**src/rtl/audio_pkg.sv**
```systemverilog
// audio_pkg
//   Shared audio types and frame-timing constants for the sample-stream
//   blocks (src_* sources, the I2S transmitter and future receivers).
//   Contents:
//     sample_t       signed 16-bit channel sample (two's complement)
//     stereo_t       packed {l, r} sample pair
//     I2S_SLOT_BITS  BCLK periods per channel slot
//     I2S_MCLK_DIV   mclk cycles per BCLK period
//     MCLK_PER_FS    mclk cycles per sample frame
//     frame_len()    mclk cycles per stereo frame for a given slot/divider
package audio_pkg;

  typedef shortint sample_t;

  typedef struct packed {
    sample_t l;
    sample_t r;
  } stereo_t;

  localparam int I2S_SLOT_BITS = 32;
  localparam int I2S_MCLK_DIV  = 4;
  localparam int MCLK_PER_FS   = 256;

  // One frame is a left slot plus a right slot, each SLOT_BITS bit clocks
  // long, and each bit clock spans MCLK_DIV master clocks.
  function automatic int frame_len(input int slot_bits, input int mclk_div);
    return 2 * slot_bits * mclk_div;
  endfunction

endpackage

```
**src/rtl/i2s_clkgen.sv**
```systemverilog
// i2s_clkgen
//   Free-running I2S frame counter and the timing fields decoded from it.
//   Kept separate so a receiver can share the exact same frame timing.
//   Ports:
//     mclk         in   master clock
//     rst          in   synchronous active-high reset (counter to 0)
//     bclk_phase   out  bit-clock level for the current count
//     slot_bit     out  bit position inside the current channel slot
//     channel      out  0 = left slot, 1 = right slot
//     frame_first  out  count is 0 (first mclk of a frame)
//     frame_last   out  count is FRAME_LEN-1 (last mclk of a frame)
module i2s_clkgen
  import audio_pkg::*;
#(
  parameter int SLOT_BITS = I2S_SLOT_BITS,
  parameter int MCLK_DIV  = I2S_MCLK_DIV,
  localparam int FRAME_LEN = frame_len(SLOT_BITS, MCLK_DIV),
  localparam int CNT_W     = $clog2(FRAME_LEN),
  localparam int DIV_W     = $clog2(MCLK_DIV),
  localparam int SLOT_W    = $clog2(SLOT_BITS)
) (
  input  logic              mclk,
  input  logic              rst,
  output logic              bclk_phase,
  output logic [SLOT_W-1:0] slot_bit,
  output logic              channel,
  output logic              frame_first,
  output logic              frame_last
);

  logic [CNT_W-1:0] cnt;

  // The frame length is a power of two, so the counter wraps from
  // FRAME_LEN-1 back to 0 simply by overflowing.
  always_ff @(posedge mclk) begin
    if (rst) begin
      cnt <= '0;
    end else begin
      cnt <= cnt + 1'b1;
    end
  end

  // The count is laid out as {channel, slot_bit, bclk_phase, sub-phase}:
  // the top bit of the divider field is a 50% duty bit clock, the next
  // field counts bit clocks within a slot, and the MSB picks the channel.
  assign bclk_phase  = cnt[DIV_W-1];
  assign slot_bit    = cnt[DIV_W +: SLOT_W];
  assign channel     = cnt[CNT_W-1];
  assign frame_first = (cnt == '0);
  assign frame_last  = (cnt == CNT_W'(FRAME_LEN - 1));

endmodule

```
**src/rtl/i2s_tx_serializer.sv**
```systemverilog
// i2s_tx_serializer
//   Accepts stereo sample pairs over valid/ready, holds one pair in a
//   buffer, and shifts the current frame out as Philips I2S.
//   Ports:
//     mclk          in   master clock (256 x Fs at defaults)
//     rst           in   synchronous active-high reset
//     s_sample_l    in   left sample
//     s_sample_r    in   right sample
//     s_valid       in   sample pair offered
//     s_ready       out  pair can be taken this cycle
//     i2s_bclk      out  bit clock
//     i2s_lrclk     out  word select, 0 = left, 1 = right
//     i2s_sdata     out  serial data, MSB first
//     frame_start   out  one-cycle pulse as a new frame starts on the wire
//     underrun      out  one-cycle pulse when a frame started without new data
//     underrun_cnt  out  saturating count of underrun pulses
module i2s_tx_serializer
  import audio_pkg::*;
#(
  parameter int SAMPLE_BITS = 16,
  parameter int SLOT_BITS   = I2S_SLOT_BITS,
  parameter int MCLK_DIV    = I2S_MCLK_DIV
) (
  input  logic                   mclk,
  input  logic                   rst,
  input  logic [SAMPLE_BITS-1:0] s_sample_l,
  input  logic [SAMPLE_BITS-1:0] s_sample_r,
  input  logic                   s_valid,
  output logic                   s_ready,
  output logic                   i2s_bclk,
  output logic                   i2s_lrclk,
  output logic                   i2s_sdata,
  output logic                   frame_start,
  output logic                   underrun,
  output logic [15:0]            underrun_cnt
);

  localparam int SLOT_W = $clog2(SLOT_BITS);
  localparam int IDX_W  = $clog2(SAMPLE_BITS);
  localparam logic [SLOT_W-1:0] DATA_BITS = SLOT_W'(SAMPLE_BITS);

  logic                   bclk_phase;
  logic [SLOT_W-1:0]      slot_bit;
  logic                   channel;
  logic                   frame_first;
  logic                   frame_last;

  logic                   full;
  logic [SAMPLE_BITS-1:0] buf_l;
  logic [SAMPLE_BITS-1:0] buf_r;
  logic [SAMPLE_BITS-1:0] frame_l;
  logic [SAMPLE_BITS-1:0] frame_r;
  logic                   load_missed;
  logic                   accept;
  logic [SAMPLE_BITS-1:0] word;
  logic [IDX_W-1:0]       bit_idx;
  logic                   bit_sel;
  logic                   underrun_next;

  i2s_clkgen #(
    .SLOT_BITS (SLOT_BITS),
    .MCLK_DIV  (MCLK_DIV)
  ) u_clkgen (
    .mclk        (mclk),
    .rst         (rst),
    .bclk_phase  (bclk_phase),
    .slot_bit    (slot_bit),
    .channel     (channel),
    .frame_first (frame_first),
    .frame_last  (frame_last)
  );

  // The last mclk of a frame drains the buffer into the frame registers,
  // so a full buffer can take a new pair on exactly that cycle.
  assign s_ready = !full || frame_last;
  assign accept  = s_valid && s_ready;

  // Holding buffer. A new pair always lands here (never straight into the
  // frame registers); a frame load empties it unless it was refilled on
  // the same cycle.
  always_ff @(posedge mclk) begin
    if (rst) begin
      full  <= 1'b0;
      buf_l <= '0;
      buf_r <= '0;
    end else if (accept) begin
      full  <= 1'b1;
      buf_l <= s_sample_l;
      buf_r <= s_sample_r;
    end else if (frame_last) begin
      full <= 1'b0;
    end
  end

  // Frame registers load from the buffer at the frame boundary. With an
  // empty buffer they keep the previous pair so the codec repeats the
  // last sample, and the miss is remembered until the frame goes out.
  always_ff @(posedge mclk) begin
    if (rst) begin
      frame_l     <= '0;
      frame_r     <= '0;
      load_missed <= 1'b0;
    end else if (frame_last) begin
      if (full) begin
        frame_l <= buf_l;
        frame_r <= buf_r;
      end
      load_missed <= !full;
    end
  end

  // Slot bit 0 is the one-BCLK I2S delay after the LRCLK edge, bits
  // 1..SAMPLE_BITS carry the sample MSB first, the rest of the slot pads
  // with zeros.
  always_comb begin
    word    = channel ? frame_r : frame_l;
    bit_idx = IDX_W'(DATA_BITS - slot_bit);
    bit_sel = 1'b0;
    if ((slot_bit != '0) && (slot_bit <= DATA_BITS)) begin
      bit_sel = word[bit_idx];
    end
  end

  assign underrun_next = frame_first && load_missed;

  // All wire-side outputs are registered together so bclk, lrclk and
  // sdata stay aligned; data therefore changes as bclk falls.
  always_ff @(posedge mclk) begin
    if (rst) begin
      i2s_bclk    <= 1'b0;
      i2s_lrclk   <= 1'b0;
      i2s_sdata   <= 1'b0;
      frame_start <= 1'b0;
      underrun    <= 1'b0;
    end else begin
      i2s_bclk    <= bclk_phase;
      i2s_lrclk   <= channel;
      i2s_sdata   <= bit_sel;
      frame_start <= frame_first;
      underrun    <= underrun_next;
    end
  end

  // Underrun counter sticks at all-ones rather than wrapping, so a long
  // starvation is never reported as a small number.
  always_ff @(posedge mclk) begin
    if (rst) begin
      underrun_cnt <= '0;
    end else if (underrun_next && (underrun_cnt != 16'hFFFF)) begin
      underrun_cnt <= underrun_cnt + 16'd1;
    end
  end

endmodule

```
**config.mk**
```make
export PLATFORM = sky130hd
export DESIGN_NAME = i2s_tx_serializer
export DESIGN_NICKNAME = d
export VERILOG_FILES = /design/src/rtl/audio_pkg.sv /design/src/rtl/i2s_clkgen.sv /design/src/rtl/i2s_tx_serializer.sv
export SDC_FILE = /design/constraint.sdc
export NUM_CORES = 1
export LEC_CHECK = 0
export CAP_MARGIN = 20
export CELL_PAD_IN_SITES_DETAIL_PLACEMENT = 0
export CELL_PAD_IN_SITES_GLOBAL_PLACEMENT = 1
export CORE_UTILIZATION = 40
export DETAILED_ROUTE_END_ITERATION = 7
export PLACE_DENSITY_LB_ADDON = 0.25
export SLEW_MARGIN = 20
export SYNTH_ARGS = -nofsm -noshare
export SYNTH_HDL_FRONTEND = slang
export SYNTH_HIERARCHICAL = 1
export SYNTH_SLANG_ARGS = --single-unit
```
**constraint.sdc**
```tcl
create_clock -name mclk -period 2.85 [get_ports mclk]
set_clock_uncertainty 0.1 [all_clocks]
set_input_delay 0.57 -clock mclk [delete_from_list [all_inputs] [get_ports mclk]]
set_output_delay 0.57 -clock mclk [all_outputs]
set_load 0.02 [all_outputs]
```
# Yosys cells after proc, flatten, opt, wreduce, memory -nomap -nowiden
# Index checks and enable logic that the tools add are counted.
# word_totals
reg_bits	95
in_bits	35
elab_cells	37
# op_classes
add_sub_neg	3
order_cmp	2
eq_ne	2
n_mux	5
bitwise	1
n_reduce_logical	11
# op_table
op	n
$add A16 B1 Y16 const B	1
$mux W16	1
$ne A16 B16 Y1 const B	1
$add A8 B1 Y8 const B	1
$eq A8 B8 Y1 const B	1
$logic_not A8 Y1	1
$le A5 B5 Y1 const B	1
$lt A4 B5 Y1 const B	1
$reduce_bool A5 Y1	1
$bmux W1 S4	1
$logic_and A1 B1 Y1	4
$sub A1 B4 Y4 const A	1
$mux W1	3
$reduce_and A2 Y1	1
$reduce_bool A2 Y1	1
$reduce_or A2 Y1	1
$logic_not A1 Y1	1
$logic_or A1 B1 Y1	1
$not A1 Y1	1

# Longest topological paths before layout
# logic_depth
depth_word	4
mapped_depth	9
depth_no_buf	8

# Cells and area by module
# Netlist, hierarchy kept.
# by_module_without_submodules
module	n_inst	cells_each	area_per_inst_um2	seq_area_each_um2
i2s_tx_serializer	1	425	3570.9	1741.7
i2s_clkgen	1	45	392.9	160.2

# Worst setup path before layout
# Ideal clock, no wire load.
# synth_path
path_type	flip-flop to flip-flop
from	register u_clkgen.cnt[1]
to	register underrun_cnt[15]
arrival_ns	2.264
t_required_ns	2.680
path_slack_ns	0.416
path_stages_with_launch	9
n_path_buf	0
synth_period_minus_slack_ns	2.434
path_cell_list	dfxtp_1 > inv_1 > ha_1 > or4b_1 > nor4_1 > and4_1 > nand3_2 > or4_1 > a21oi_1
# synth_via
elab_chain_len	3
# synth_lines
item	line_no	rtl
from (decl)	i2s_clkgen.sv:31	logic [CNT_W-1:0] cnt;
from (signal assigned)	i2s_clkgen.sv:39	cnt <= cnt + 1'b1;
$logic_not A8 Y1	i2s_clkgen.sv:49	assign frame_first = (cnt == '0);
net frame_first	i2s_tx_serializer.sv:45	logic frame_first;
$logic_and A1 B1 Y1	i2s_tx_serializer.sv:124	assign underrun_next = frame_first && load_missed;
$logic_and A1 B1 Y1	i2s_tx_serializer.sv:149	end else if (underrun_next && (underrun_cnt != 16'hFFFF)) begin
to (signal assigned)	i2s_tx_serializer.sv:150	underrun_cnt <= underrun_cnt + 16'd1;
to (decl)	i2s_tx_serializer.sv:35	output logic [15:0] underrun_cnt
# The timed path passes the listed nets, and every way through them passes these cells.
# A chain may end at the register's enable or synchronous reset.

# Worst setup path in the final report
# Same ends and word-level chain as after synthesis.

==> flow_summary.ini <==
[power_and_ir_drop]
power_frac_clock_pct = 38.3
p_int_mw = 1.94
irDropWorstVdd_mv = 0.283
power_frac_comb_pct = 6.7
p_per_area_mw_per_mm2 = 521
switching_share_pct = 22.5
p_switching_mw = 0.565
pwr-share-seq_pct = 55.0
power_leakage_nw = 1.59

[worst_setup_path]
arrival_ns = 2.82
crit_type = register to register
critPathLaunchType = register
path_cells = inv_1 -> ha_1 -> or4b_1 -> nor4_2 -> and4_2 -> nand3_2 -> or4_1 -> a21oi_1
cp_max_fo = 8
cp_data_required_time_ns = 3.05
crit_buf_inv = 1
end_kind = register
crit_family = simple AND/OR/NAND/NOR gates
critPathSlowestCell = or4_1
critPathMaxStageDelay_ns = 0.53

[clock_network]
cts_setup_buffers = 0
ctsHoldBuffers = 0
cts_tree = done
clock_sinks = 95
clock_path_buffers = 2
root_buffer = clkbuf_8
clk_latency_ns = 0.36
clkTransAtPathRegs_ns = 0.09
cts_buffers = 9
cts-resized-gates = 2
htree_levels = 3

[logic_synthesis]
netlist_area_mm2 = 0.00396
synth-async-reset-ratio_pct = 0
ys_ff_latch = 95
synth_top_family_by_area = simple AND/OR/NAND/NOR gates
synth_compound_area_share_pct = 14.3
yosys_warnings = 6
muxShareOfSynthArea_pct = 6.98
synth_cells = 470
synth_nets = 509
synth_xor_area_share_pct = 1.96
synth_simple_gate_area_share_pct = 22.6
synth.avg_cell_area_um2 = 8.43
yosys.cell_types.count = 45
yosysSeqAreaShare_pct = 48.0
synth_edf_count = 0
ys.flop_type = dfxtp_1
synthAdderAreaFrac_pct = 1.26

[status]
status = complete, no violations

[placed_design]
place_hpwl_um = 5580
post-place-ws_ns = 0.0925
gp_congestion = 0.762
port_buffers = 56

[floorplan]
core_mm2 = 0.00942
fp-row-count = 35
dieArea_mm2 = 0.0103
die_w_um = 102
initial_core_util_pct = 42.1
fp.dieH_um = 102
pin_count = 57

[timing]
fmax_ghz = 0.382
fin_crit_ns = 2.62
worstMarginPinSlew_ns = 0.483
fin_crit_sh_pct = 91.9
layout_setup_ws_ns = 0.230
slew-limit-headroom_pct = 67.8
setup_viol = 0
hold_viol = 0
fin_hold_ws_ns = 0.357
timing_max_transition_violations_final = 0

[cells_and_area]
layout-drive-gt1-share_pct = 7.14
antenna_cells = 0
nNetsFinal = 552
area_growth_pct = 21.3
final_common_cell = nand2_1
layout_common_cells = nand2_1, dfxtp_1, a21oi_1

[global_route]
grt_pass1_wl_um = 13600
grt_max_degree = 47
grt_usage_pct = 16.7
antenna_found_initial = 0
overflow = 0
first_global_vias = 2895

[route]
post_drt_wl_per_cell_um = 12.7
final_antenna_net_count = 0
drtPass1Iterations = 4
drc = 0
drt_iter0_drc = 150
vias = 3281
wl_um = 8250
vias_per_cell = 5.07

[hold_path]
min_path_type = register to register

[job]
drv_cap = 0
-- per-stage QoR --
| stage | cells | util (%) | cell area [um^2] | TNS, ns | total power, mW |
|---|---|---|---|---|---|
| 2_1_floorplan | 470 | - | 3960 | 0 | 1.50 |
| 3_3_place_gp | 631 | 48.7 | 4590 | 0 | 1.58 |
| 3_5_place_dp | 631 | 48.7 | 4590 | 0 | 1.58 |
| 4_1_cts | 647 | 51.0 | 4800 | 0 | 2.54 |
| 5_1_grt | 647 | 51.1 | 4810 | -0.00304 | 2.61 |
| 6_report | 647 | 51.1 | 4810 | 0 | 2.50 |
-- power groups by stage --
stage	Clock [mW]	Combinational [mW]	Sequential [mW]
after floorplan	0	0.0936	1.41
after global placement	0	0.168	1.41
after detailed placement	0	0.170	1.41
after CTS	0.988	0.170	1.38
after global routing	1.04	0.189	1.38
final	0.958	0.168	1.38
-- cell families (layout without fill, tap and decap cells) --
logic type,count (synthesis),after routing
adders and majority gates,4,4
buffers and inverters,43,91
muxes,20,20
DFF,95,95
AOI/OAI and AO/OA,102,102
and+or+nand+nor,198,198
xor gates and xnor gates,8,8
-- final timing paths --
check	slack, ns	startpoint	to	depth (start not counted)
max reg2reg	0.23	u_clkgen/cnt[1]	underrun_cnt[15]	8
min reg2reg	0.36	frame_l[15]	frame_l[15]	2
min	0.36	frame_l[15]	frame_l[15]	2
max	0.23	u_clkgen/cnt[1]	underrun_cnt[15]	8
-- layout make-up --
type | instances | area [um^2]
flip-flops and latches | 95 | 1900
clock inverters | 5 | 81.3
inverters | 10 | 37.5
well taps | 129 | 161
clock buffers | 11 | 131
fillers | 953 | 4610
repair buffers | 65 | 622
multi-input cells | 332 | 1870
-- worst reg2reg max path, stage by stage (launching register included) --
cell	delay (ns)
dfxtp_1	0.35
inv_1	0.06
ha_1	0.14
or4b_1	0.44
nor4_2	0.27
and4_2	0.35
nand3_2	0.17
or4_1	0.53
a21oi_1	0.14
-- synthesized netlist by cell type, types with 3 or more instances --
cell | n | area, um^2
buf_4 | 5 | 37.5
o21ai_0 | 5 | 25.0
ha_1 | 4 | 50.1
nor2_1 | 10 | 37.5
dfxtp_1 | 95 | 1900
xor2_1 | 3 | 26.3
or4_1 | 6 | 45.0
inv_1 | 10 | 37.5
o31ai_1 | 7 | 52.6
and4_1 | 3 | 26.3
nor2b_1 | 5 | 31.3
nand2_1 | 138 | 518
or3_1 | 7 | 43.8
a21oi_1 | 78 | 390
mux2i_1 | 13 | 130
nand3_1 | 9 | 45.0
xnor2_1 | 4 | 35.0
clkbuf_1 | 22 | 82.6
mux4_1 | 3 | 78.8
nor3_1 | 4 | 20.0
nand4_1 | 4 | 25.0
-- sequential cells by signal, indices dropped and copies added, names as in the netlist --
signal,flops
buf_r,16
i2s_sdata,1
i2s_bclk,1
underrun,1
frame_r,16
buf_l,16
u_clkgen/cnt,8
underrun_cnt,16
full,1
load_missed,1
frame_start,1
frame_l,16
i2s_lrclk,1
-- per-layer routing --
metal / up-vias / track usage (%) / routed length [um]
li1: 1693 / - / -
met1: 1525 / 22.0 / 4000
met2: 56 / 26.8 / 3890
met3: 7 / 3.59 / 262
met4: 0 / 6.58 / 99
met5: - / 0 / 0
Power figures use the tool's default switching activity.
